===== src/rtl/register_file_pkg.sv =====
// ----------------------------------------------------------------------------
// register_file_pkg : shared register-file widths and the zero-register address
// Revision 1.0
// ----------------------------------------------------------------------------
`default_nettype none

package register_file_pkg;

  localparam int unsigned DATA_WIDTH_DEFAULT = 16;
  localparam int unsigned ADDR_WIDTH_DEFAULT = 4;
  localparam int unsigned REG_ZERO           = 0;

endpackage : register_file_pkg

`default_nettype wire


===== src/rtl/register_file_if.sv =====
// ----------------------------------------------------------------------------
// register_file_if : write port plus two read ports of the CPU register file
// Revision 1.0
// ----------------------------------------------------------------------------
`default_nettype none

interface register_file_if #(
  parameter int DATA_WIDTH = 16,
  parameter int ADDR_WIDTH = 4
);

  logic                  write_enable;
  logic [ADDR_WIDTH-1:0] write_addr;
  logic [DATA_WIDTH-1:0] data_in;

  logic                  read_en_a;
  logic [ADDR_WIDTH-1:0] read_addr_a;
  logic [DATA_WIDTH-1:0] read_data_a;
  logic                  read_valid_a;

  logic                  read_en_b;
  logic [ADDR_WIDTH-1:0] read_addr_b;
  logic [DATA_WIDTH-1:0] read_data_b;
  logic                  read_valid_b;

  modport master (
    output write_enable, write_addr, data_in,
    output read_en_a, read_addr_a,
    input  read_data_a, read_valid_a,
    output read_en_b, read_addr_b,
    input  read_data_b, read_valid_b
  );

  modport slave (
    input  write_enable, write_addr, data_in,
    input  read_en_a, read_addr_a,
    output read_data_a, read_valid_a,
    input  read_en_b, read_addr_b,
    output read_data_b, read_valid_b
  );

endinterface : register_file_if

`default_nettype wire


===== src/rtl/register_file_register.sv =====
// ----------------------------------------------------------------------------
// register : single storage word with load enable and synchronous active-low reset
// Revision 1.1
// ----------------------------------------------------------------------------
`default_nettype none

module register #(
  parameter int WIDTH = 16
) (
  input  wire logic             clk,
  input  wire logic             rst_n,
  input  wire logic             write_enable_i,
  input  wire logic [WIDTH-1:0] data_i,
  output logic      [WIDTH-1:0] data_o
);

  logic [WIDTH-1:0] data_q;

  always_ff @(posedge clk) begin
    if (!rst_n) begin
      data_q <= '0;
    end else if (write_enable_i) begin
      data_q <= data_i;
    end
  end

  assign data_o = data_q;

endmodule : register

`default_nettype wire


===== src/rtl/register_file.sv =====
// ----------------------------------------------------------------------------
// register_file : 2**ADDR_WIDTH x DATA_WIDTH registers, R0 reads zero, one write
//                 port, two registered read ports with write-to-read bypass
// Revision 1.0
// ----------------------------------------------------------------------------
`default_nettype none

module register_file
  import register_file_pkg::*;
#(
  parameter int DATA_WIDTH = DATA_WIDTH_DEFAULT,
  parameter int ADDR_WIDTH = ADDR_WIDTH_DEFAULT
) (
  input wire logic        clk,
  input wire logic        rst_n,
  register_file_if.slave  bus
);

  localparam int DEPTH = 2 ** ADDR_WIDTH;
  localparam logic [ADDR_WIDTH-1:0] ZERO_ADDR = ADDR_WIDTH'(REG_ZERO);

  logic [DATA_WIDTH-1:0] w_mem [DEPTH];

  assign w_mem[0] = '0;

  generate
    for (genvar i = 1; i < DEPTH; i++) begin : g_entry
      logic w_we;
      assign w_we = bus.write_enable && (bus.write_addr == ADDR_WIDTH'(i));

      register #(
        .WIDTH (DATA_WIDTH)
      ) u_reg (
        .clk            (clk),
        .rst_n          (rst_n),
        .write_enable_i (w_we),
        .data_i         (bus.data_in),
        .data_o         (w_mem[i])
      );
    end : g_entry
  endgenerate

  logic [DATA_WIDTH-1:0] read_data_a_d, read_data_a_q;
  logic [DATA_WIDTH-1:0] read_data_b_d, read_data_b_q;
  logic                  read_valid_a_q, read_valid_b_q;

  // The bypass hands the in-flight writeback straight to the reader, since the
  // storage word only picks it up on this same edge.
  always_comb begin
    read_data_a_d = w_mem[bus.read_addr_a];
    if (bus.read_addr_a == ZERO_ADDR) begin
      read_data_a_d = '0;
    end else if (bus.write_enable && (bus.write_addr == bus.read_addr_a)) begin
      read_data_a_d = bus.data_in;
    end
  end

  always_comb begin
    read_data_b_d = w_mem[bus.read_addr_b];
    if (bus.read_addr_b == ZERO_ADDR) begin
      read_data_b_d = '0;
    end else if (bus.write_enable && (bus.write_addr == bus.read_addr_b)) begin
      read_data_b_d = bus.data_in;
    end
  end

  always_ff @(posedge clk) begin
    if (!rst_n) begin
      read_data_a_q  <= '0;
      read_data_b_q  <= '0;
      read_valid_a_q <= 1'b0;
      read_valid_b_q <= 1'b0;
    end else begin
      read_valid_a_q <= bus.read_en_a;
      read_valid_b_q <= bus.read_en_b;
      if (bus.read_en_a) begin
        read_data_a_q <= read_data_a_d;
      end
      if (bus.read_en_b) begin
        read_data_b_q <= read_data_b_d;
      end
    end
  end

  assign bus.read_data_a  = read_data_a_q;
  assign bus.read_data_b  = read_data_b_q;
  assign bus.read_valid_a = read_valid_a_q;
  assign bus.read_valid_b = read_valid_b_q;

endmodule : register_file

`default_nettype wire

===== src/flat_wrapper.sv =====
// flat-port wrapper written by rule: the top's interface ports become plain ports
module register_file_flat import register_file_pkg::*;
#(
  parameter int DATA_WIDTH = DATA_WIDTH_DEFAULT,
  parameter int ADDR_WIDTH = ADDR_WIDTH_DEFAULT
)
  (clk, rst_n, bus_write_enable, bus_write_addr, bus_data_in, bus_read_en_a, bus_read_addr_a, bus_read_data_a, bus_read_valid_a, bus_read_en_b, bus_read_addr_b, bus_read_data_b, bus_read_valid_b);
  register_file_if #(.DATA_WIDTH(DATA_WIDTH), .ADDR_WIDTH(ADDR_WIDTH)) bus_i ();
  input wire logic clk;
  input wire logic rst_n;
  input wire logic [$bits(bus_i.write_enable)-1:0] bus_write_enable;
  input wire logic [$bits(bus_i.write_addr)-1:0] bus_write_addr;
  input wire logic [$bits(bus_i.data_in)-1:0] bus_data_in;
  input wire logic [$bits(bus_i.read_en_a)-1:0] bus_read_en_a;
  input wire logic [$bits(bus_i.read_addr_a)-1:0] bus_read_addr_a;
  output wire logic [$bits(bus_i.read_data_a)-1:0] bus_read_data_a;
  output wire logic [$bits(bus_i.read_valid_a)-1:0] bus_read_valid_a;
  input wire logic [$bits(bus_i.read_en_b)-1:0] bus_read_en_b;
  input wire logic [$bits(bus_i.read_addr_b)-1:0] bus_read_addr_b;
  output wire logic [$bits(bus_i.read_data_b)-1:0] bus_read_data_b;
  output wire logic [$bits(bus_i.read_valid_b)-1:0] bus_read_valid_b;
  assign bus_i.write_enable = bus_write_enable;
  assign bus_i.write_addr = bus_write_addr;
  assign bus_i.data_in = bus_data_in;
  assign bus_i.read_en_a = bus_read_en_a;
  assign bus_i.read_addr_a = bus_read_addr_a;
  assign bus_read_data_a = bus_i.read_data_a;
  assign bus_read_valid_a = bus_i.read_valid_a;
  assign bus_i.read_en_b = bus_read_en_b;
  assign bus_i.read_addr_b = bus_read_addr_b;
  assign bus_read_data_b = bus_i.read_data_b;
  assign bus_read_valid_b = bus_i.read_valid_b;
  register_file #(.DATA_WIDTH(DATA_WIDTH), .ADDR_WIDTH(ADDR_WIDTH)) u_core (.clk(clk), .rst_n(rst_n), .bus(bus_i));
endmodule

===== config.mk =====
export PLATFORM = sky130hd
export DESIGN_NAME = register_file_flat
export DESIGN_NICKNAME = d
export VERILOG_FILES = /design/src/rtl/register_file_pkg.sv /design/src/rtl/register_file_if.sv /design/src/rtl/register_file_register.sv /design/src/rtl/register_file.sv /design/src/flat_wrapper.sv
export SDC_FILE = /design/constraint.sdc
export NUM_CORES = 1
export LEC_CHECK = 0
export CAP_MARGIN = 20
export CORE_MARGIN = 3
export CORE_UTILIZATION = 30
export DETAILED_ROUTE_END_ITERATION = 16
export PLACE_DENSITY = 0.49
export SETUP_SLACK_MARGIN = 0.3
export SLEW_MARGIN = 15
export SYNTH_ARGS = -nofsm -noshare
export SYNTH_HDL_FRONTEND = slang
export SYNTH_SLANG_ARGS = --single-unit
export TNS_END_PERCENT = 30

===== constraint.sdc =====
create_clock -name clk -period 2.2 [get_ports clk]
set_input_delay 0.44 -clock clk [delete_from_list [all_inputs] [get_ports clk]]
set_output_delay 0.44 -clock clk [all_outputs]
set_load 0.01 [all_outputs]

# Word-level counts from Yosys, hierarchy flattened
# Index checks and enable logic that the tools add are counted.
[word_totals] wordCells=69 output_inout_bits=34 in_bits=33 regBits=274
[classes] n_eq_ne=17 n_bitwise=2 n_lt_le_gt_ge=2 n_mux=10 n_reduce_logical=19
[ops] operator="16-bit binary-select mux with 4-bit select" count=2
[ops] operator="16-bit two-way mux" count=8
[ops] operator="4-bit == test (second input constant)" count=8
[ops] operator="1-bit logical AND" count=17
[ops] operator="4-bit by 3-bit == test with 1-bit output (second input constant)" count=4
[ops] operator="5-bit greater-or-equal comparator (second input constant)" count=2
[ops] operator="4-bit inverter with 5-bit output" count=2
[ops] operator="4-bit by 2-bit == test with 1-bit output (second input constant)" count=2
[ops] operator="4-bit == test" count=2
[ops] operator="4-bit logical NOT" count=2
[ops] operator="4-bit by 1-bit == test with 1-bit output (second input constant)" count=1

# Logic depth before layout (Yosys ltp)
# Gate-level depths: netlist of run 1.
[depth] word_depth=6 ltp_mapped=8 ltp_nobuf=5

# Cells and area by module
# Synthesis of run 1 repeated with hierarchy kept, for this count alone.
[hier_totals] hier_cells=1441 hier_area_um2=15413.5
[by_module_without_submodules] module="register" instances=15 area_each_um2=615.6 cells_per_inst=51
[by_module_without_submodules] module="register_file" instances=1 area_each_um2=6179.7 cells_per_inst=676

# Worst setup path after synthesis of run 1
# Ideal clock, no wire load.
[synth_timing] path_type="input to register" from="input bus_read_addr_b[1]" to="register u_core.read_data_b_q[4] (netlist: u_core.bus.read_data_b[4])" stages=6 n_path_buf=2 required_ns=2.079 slack_ns=0.425 t_arrival_ns=1.654 setup_ns=0.121 cell_sequence="buf_6 > buf_4 > mux4_2 > o211ai_1 > and3_1 > o21ai_0"
[synth_between] elab_chain_len=6
[synth_lines] item="start, declared" line_no="flat_wrapper.sv:19" rtl="input wire logic [$bits(bus_i.read_addr_b)-1:0] bus_read_addr_b;"
[synth_lines] item="4-bit inverter with 5-bit output (implied by the code)" line_no="register_file.sv:59" rtl="read_data_b_d = w_mem[bus.read_addr_b];"
[synth_lines] item="16-bit binary-select mux with 4-bit select" line_no="register_file.sv:59"
[synth_lines] item="16-bit two-way mux (implied by the code) (2 in series)" line_no="register_file.sv:59"
[synth_lines] item="16-bit two-way mux" line_no="register_file.sv:62" rtl="end else if (bus.write_enable && (bus.write_addr == bus.read_addr_b)) begin"
[synth_lines] item="16-bit two-way mux (*)" line_no="register_file.sv:60" rtl="if (bus.read_addr_b == ZERO_ADDR) begin"
[synth_lines] item="end signal, assigned" line_no="register_file.sv:80" rtl="read_data_b_q <= read_data_b_d;"
[synth_lines] item="end, declared" line_no="register_file.sv:44" rtl="logic [DATA_WIDTH-1:0] read_data_b_d, read_data_b_q;"
# Every way passes the cells marked *; elsewhere a longest branch is shown, timed or not. The select of a mux whose other input is x is not followed.
# A chain may end at the register's enable or synchronous reset.

# Worst setup path after layout of run 1
[layout_timing] from="register u_core.read_data_a_q[11] (netlist: u_core.bus.read_data_a[11])" to="output bus_read_data_a[11]"
[layout_lines] item="start, declared" line_no="register_file.sv:43" rtl="logic [DATA_WIDTH-1:0] read_data_a_d, read_data_a_q;"
[layout_lines] item="start signal, assigned" line_no="register_file.sv:77" rtl="read_data_a_q <= read_data_a_d;"
[layout_lines] item="end, declared" line_no="flat_wrapper.sv:16" rtl="output wire logic [$bits(bus_i.read_data_a)-1:0] bus_read_data_a;"
# No word-level cell between the ends.

==> summary.txt, run 1 <==
Clocking
  – Inserted Clock Buffers: 31
  – Setup Fix Bufs, Post-CTS: 0
  – CTS Sinks: 274
  – Clk Latency, worst-skew pair: about 0.6 ns
  – CTS clk-pin slew, worst paths: 0.06 ns
  – CTS Root Cell: clkbuf_16
  – CTS tree: built
  – Max clock buf depth: 3
  – H-tree depth: 1

Setup path
  – Critical path startpoint category: register
  – Arrival time worst endpoint: 1.59 ns
  – CP Capture Type: primary output
  – Crit-path max cell delay: 0.58 ns
  – Worst Path Buf+Inv: 1
  – Max FO, Critical Path: 2
  – Worst path slowest cell: clkdlybuf4s50_1
  – Critical Path RT: 1.76 ns
  – Top delay family on crit path: buffers and inverters
  – Cells along the critical path: clkdlybuf4s50_1
  – Critical path class: reg2out

Timing
  – Fmax achieved: 0.4934 GHz
  – Clock skew: 0.02085 ns
  – Number of setup violations in the final report: 0
  – RSZ-0062 raised after global routing: yes
  – Slew Viols, Final: 0
  – Final Hold Viols: 0
  – Slew of the pin with the lowest slew margin: 0.6770 ns
  – Crit path time final: 2.027 ns
  – Tcrit/Tclk final: just over 90%
  – Slew margin rel.: 54.67%

Placement
  – GPL Wtd Cong: 0.8690
  – Port Buf Inserts: 66
  – Detail Placement HPWL: 35810 µm
  – Placed cells: 2305

Power
  – Power after layout: around 12 mW
  – Flop pwr share: between 40% and 50%
  – Sw Ratio: roughly a quarter
  – VDD IR max: 0.4160 mV
  – Leak: slightly above 6 nW
  – Cell area power density: 656.2 nW/µm²
  – Pint: 8.561 mW
  – Clk pwr share: about 45%
  – Net switching power: 3.086 mW
  – Power share of the combinational group: 11.4%

Yosys
  – Async S/R FF share, synth: 0%
  – Ys flop type: dfxtp_1
  – Post-synthesis cell area: 14480 µm²
  – Post-synth EDFFs: 0
  – Post-synthesis sequential area ratio: 37.89%
  – Yosys Warn Count: 0
  – Syn nets: approximately 1700
  – Seq cells post-synth: ~270
  – Mapped Cells: between 1500 and 2000
  – Unique masters post-synth: 40
  – Avg Inst Size Synth: 8.705 µm²

Finish
  – Most frequent cells in the layout: nand2_1, dfxtp_1, mux2i_1
  – Most common cell after layout, fill and taps aside: nand2_1
  – Layout cell share with drive strength beyond 1: between 10 and 15%
  – Layout Nets: 1764
  – Layout area overhead: 22.62%
  – Final Non-Filler Cells: 2362
  – Antenna cell count: 0

Global routing
  – Largest net degree at the start of global routing: 155
  – Number of global-route vias before repair: 12544
  – Overflow after GRT: 0
  – Antenna violations before repair: 0
  – Total GRT Usage: 20.03%
  – Global-route wire length before repair: 77980 µm

Floorplan
  – Initial Util: 30.70%
  – Die Y: 225.7 µm
  – DIE WIDTH: around 230 µm
  – # IOs: 67
  – Die Area: 50930 µm²
  – FP Rows: 79
  – Core region area: 47150 µm²

Routing
  – Wire length per cell: 21.98 µm
  – Remaining DRCs: 0
  – First-pass DRT Iterations: 7
  – Via count: 12484
  – Drt total wl: roughly 52000 µm
  – Iter 0 DRT Violations: 911
  – Vias/cell: 5.285
  – WL met2: 23100 µm
  – Met3 Wirelength: around 2300 µm
  – DRT met1 WL: between 20000 and 25000 µm
  – Top layer in use: met4
  – Antenna-violating nets left: 0

Flow run
  – Max-cap violations: 0

Hold path
  – Worst hold-check path type: in2reg

Status
  – Status: completed
==> repair_timing <==
| item | CTS | global route |
|---|---|---|
| gates resized for setup | 13 | 9 |
| hold buffers | 0 | 0 |
| setup endpoints to repair | 35 | 41 |
==> registers in the layout, indices dropped and copies added, names as in the netlist <==
register,flops
u_core.bus.read_valid_a,1
u_core.bus.read_data_b,16
u_core.bus.read_valid_b,1
u_core.g_entry.u_reg.data_o,240
u_core.bus.read_data_a,16
==> metal layers <==
layer  GRT usage (%)  up-vias
met5               0        -
met3           2.873       84
li1                -     5941
met1           28.26     6121
met2           31.65      338
met4           6.335        0
==> synthesized netlist by cell type (8+ instances only) <==
cell type | number | area share [%]
nand2_1 | 392 | 10
dfxtp_1 | 274 | 38
mux2i_1 | 208 | 14
a21boi_0 | 168 | 8.7
clkbuf_1 | 92 | 2.4
nor2b_1 | 55 | 2.4
buf_2 | 51 | 1.8
o21ai_0 | 43 | 1.5
nor2_1 | 40 | 1.0
nand3_1 | 38 | 1.3
a211oi_1 | 32 | 1.7
a22oi_1 | 32 | 1.7
and3_1 | 32 | 1.4
mux4_2 | 32 | 5.0
o211ai_1 | 32 | 1.7
o22ai_1 | 32 | 1.4
a21boi_1 | 24 | 1.2
o21ai_1 | 21 | 0.73
buf_4 | 16 | 0.83
buf_6 | 8 | 0.62
==> power groups by stage <==
stage	registers [mW]	clock network, mW	logic [mW]
floorplan	5.21	0	0.734
global placement	5.22	0	1.33
detailed placement	5.22	0	1.33
CTS	5.11	5.33	1.33
global route	5.12	5.50	1.41
finish	5.12	5.20	1.33
==> logic make-up after synthesis <==
group / count (synthesis) / synth area share (%)
and+or+nand+nor: 588 / 17.98
AOI/OAI and AO/OA: 386 / 18.69
DFF: 274 / 37.89
muxes: 240 / 19.36
buffers and inverters: 167 / 5.601
xor gates and xnor gates: 8 / 0.4840
==> path summary, 6_finish.rpt <==
check                                          start                                   to  slack (ns)  depth (start not counted)
setup / recovery          u_core.bus.read_data_a[11]                  bus_read_data_a[11]        0.17                          1
hold / removal                                 rst_n  u_core.g_entry[14].u_reg.data_o[15]        0.19                          2
setup reg to reg  u_core.g_entry[12].u_reg.data_o[3]            u_core.bus.read_data_a[3]        0.66                          4
hold reg to reg            u_core.bus.read_data_a[5]            u_core.bus.read_data_a[5]        0.45                          2
==> through the flow <==
step	hold slack [ns]	setup TNS (ns)	setup WS (ns)	area [µm²]	utilization, %
4_1_cts	0.1672	0	0.1663	17720	37.58
3_3_place_gp	0.4401	-5.679	-0.2536	16720	35.47
5_1_grt	0.1761	0	0.1725	17750	37.65
6_report	0.1916	0	0.1732	17750	37.65
3_5_place_dp	0.4444	-8.063	-0.3404	16720	35.47
2_1_floorplan	0.4467	0	0.4247	14480	-
==> area by class of cell <==
type	instances	area, µm²
tap	607	759.5
clock inverter	21	166.4
sequential	274	5490
multi-input combinational	1222	8197
fill	4721	29400
clock buffer	36	834.6
timing repair buffer	202	2303
(Power assumes the default switching activity.)
==> run 2, diff against run 1 <==
--- a/config.mk
+++ b/config.mk
@@ -11,7 +11,6 @@
 export DETAILED_ROUTE_END_ITERATION = 16
 export PLACE_DENSITY = 0.49
 export SETUP_SLACK_MARGIN = 0.3
-export SLEW_MARGIN = 15
 export SYNTH_ARGS = -nofsm -noshare
 export SYNTH_HDL_FRONTEND = slang
 export SYNTH_SLANG_ARGS = --single-unit
==> results of run 2 <==
No change in the layout: final DEF, timing and power equal those of run 1.
==> run 3, diff against run 2 <==
--- a/config.mk
+++ b/config.mk
@@ -9,7 +9,7 @@
 export CORE_MARGIN = 3
 export CORE_UTILIZATION = 30
 export DETAILED_ROUTE_END_ITERATION = 16
-export PLACE_DENSITY = 0.49
+export PLACE_DENSITY = 0.47
 export SETUP_SLACK_MARGIN = 0.3
 export SYNTH_ARGS = -nofsm -noshare
 export SYNTH_HDL_FRONTEND = slang
==> run 3 against run 2 <==
Compared with the run above: global-route usage increased by 0.30 points; hold slack improved by 0.089 ns; combinational power about the same; design area increased by 0.73%.
==> summary.txt, run 3 (synthesis results as in run 1) <==
Routing
  – Iter 0 DRT Violations: 917 (+0.66%)
  – Vias/cell: 5.283 (about the same)
  – Remaining DRCs: 0 (unchanged)
  – Wire length per cell: 21.79 µm (-0.87%)
  – Via count: 12563 (+0.63%)
  – First-pass DRT Iterations: 6 (-1)
  – Drt total wl: 51810 µm (-0.20%)
  – Antenna-violating nets left: 0 (unchanged)

Finish
  – Max reg flops: 240 (unchanged)
  – Layout Nets: 1780 (+0.91%)
  – Most frequent cells in the layout: nand2_1, dfxtp_1, mux2i_1
  – Final Non-Filler Cells: 2378 (+0.68%)
  – Layout cell share with drive strength beyond 1: 14.51% (+0.32 points)
  – Antenna cell count: 0 (unchanged)
  – Layout area overhead: 23.52%
  – Most common cell after layout, fill and taps aside: nand2_1
  – Post-route cell area: 17880 µm² (+0.73%)

Timing
  – Slew margin rel.: 39.39% (-15 points)
  – RSZ-0062 raised after global routing: yes
  – Clock skew: 0.01284 ns (-0.008015 ns)
  – Slew of the pin with the lowest slew margin: 0.9091 ns (+0.2321 ns)
  – Crit path time final: 1.897 ns (-0.1293 ns)
  – Final Hold Viols: 0 (unchanged)
  – Fmax achieved: 0.5270 GHz (+6.8%)
  – Tcrit/Tclk final: 86.25% (-5.9 points)
  – WHS: 0.2804 ns (+0.08882 ns)
  – Number of setup violations in the final report: 0 (unchanged)
  – Slew Viols, Final: 0 (unchanged)

Hold path
  – Worst hold-check path type: in2reg
  – Hold wc startpoint: rst_n

Power
  – Power share of the combinational group: 11.0% (-0.4 points)
  – VDD IR max: 0.4023 mV (-3.3%)
  – Cell area power density: 677.6 nW/µm² (+3.3%)
  – Leak: 6.290 nW (+1.8%)
  – Flop pwr share: 42.2% (-1.7 points)
  – Sw Ratio: 25.71% (-0.78 points)
  – Clk pwr share: 46.8% (+2.1 points)
  – Power after layout: 12.12 mW (+4.0%)
  – Net switching power: 3.115 mW (+0.95%)
  – Pint: 9.001 mW (+5.1%)

Placement
  – Post-Place Cell Area: 16750 µm² (+0.17%)
  – GPL Wtd Cong: 0.8215 (-5.5%)
  – Detail Placement HPWL: 35550 µm (-0.71%)
  – Port Buf Inserts: 66 (unchanged)
  – Placed cells: 2317 (+0.52%)

Global routing
  – Largest net degree at the start of global routing: 102 (-34%)
  – Antenna violations before repair: 1 (+1)
  – Total GRT Usage: 20.33% (+0.30 points)
  – M2 GR Usage: 32.87% (+1.2 points)
  – GR peak layer: met2
  – Overflow after GRT: 0 (unchanged)
  – Global-route wire length before repair: 78870 µm (+1.1%)
  – Grt met1 use: 28.80% (+0.54 points)
  – Number of global-route vias before repair: 12500 (-0.35%)
  – Met3 Use GR: 2.561% (-0.31 points)

Clocking
  – Clk Latency, worst-skew pair: 0.52 ns (-0.07 ns)
  – Setup Fix Bufs, Post-CTS: 0 (unchanged)
  – CTS Sinks: 274 (unchanged)
  – CTS Hold Bufs: 0 (unchanged)
  – Max clock buf depth: 3 (unchanged)
  – CTS clk-pin slew, worst paths: 0.06 ns (about the same)
  – CTS Root Cell: clkbuf_16
  – H-tree depth: 2 (+1)
  – CTS tree: built
  – Inserted Clock Buffers: 35 (+13%)

Setup path
  – Max FO, Critical Path: 10 (+8)
  – Critical Path RT: 2.61 ns (+0.85 ns)
  – Critical path startpoint category: primary input
  – Arrival time worst endpoint: 2.30 ns (+0.71 ns)
  – Worst r2r src: u_core.g_entry[14].u_reg.data_o[12]
  – Critical path class: in2reg
  – CP Capture Type: register
  – Setup crit start: bus_read_addr_b[3]

Floorplan
  – Die Y: 225.7 µm (unchanged)
  – DIE WIDTH: 225.7 µm (unchanged)
  – FP Rows: 79 (unchanged)
  – Core region area: 47150 µm² (unchanged)
  – Initial Util: 30.70% (unchanged)
  – # IOs: 67 (unchanged)
  – Die Area: 50930 µm² (unchanged)

Flow run
  – Max-cap violations: 0 (unchanged)

Status
  – Status: completed
## run 3: layer usage
| metal | share of wire, % | vias up |
|---|---|---|
| met5 | 0 | - |
| met4 | 2.2 | 0 |
| met3 | 5.2 | 72 |
| met2 | 45 | 356 |
| met1 | 47 | 6160 |
| li1 | - | 5975 |
## run 3: final cells by class
cell class | instances | area [µm²]
fill | 4770 | 29270
multi-input combinational | 1222 | 8188
sequential | 274 | 5488
timing repair buffer | 214 | 2332
clock buffer | 48 | 984.7
tap | 607 | 759.5
clock inverter | 13 | 128.9
## run 3: worst max-delay path, cell delays in order
cell and delay [ns]:
clkdlybuf4s50_1 0.50, buf_4 0.16, nand3b_2 0.14, buf_12 0.15
buf_4 0.16, nor2_1 0.06, a211oi_1 0.35, and3_1 0.23
o21ai_0 0.09
## run 3: worst paths after layout
kind,endpoint,slack (ns),depth (start not counted)
min,u_core.g_entry[2].u_reg.data_o[4],0.28,2
max,u_core.bus.read_data_b[3],0.30,9
min reg2reg,u_core.bus.read_data_b[8],0.45,2
max reg2reg,u_core.bus.read_data_a[12],0.71,4
## run 3: through the flow
| step | setup TNS (ns) | util [%] | setup WS (ns) |
|---|---|---|---|
| after floorplan | 0 | - | 0.4247 |
| after global placement | -4.773 | 35.53 | -0.2202 |
| after detailed placement | -6.250 | 35.53 | -0.2365 |
| after CTS | 0 | 37.88 | 0.2212 |
| after global routing | 0 | 37.92 | 0.2485 |
| final | 0 | 37.92 | 0.3026 |
## run 3: what timing repair did
item | in CTS | in global routing
gates resized for setup | 6 | 9
pin swaps | 0 | 0
endpoints found under the setup margin | 19 | 28
## run 3: power groups by stage
stage,Combinational [mW],Sequential [mW],Clock (mW)
6_report,1.34,5.11,5.67
2_1_floorplan,0.734,5.21,0
4_1_cts,1.34,5.11,5.84
3_5_place_dp,1.34,5.22,0
3_3_place_gp,1.34,5.22,0
5_1_grt,1.42,5.12,6.03
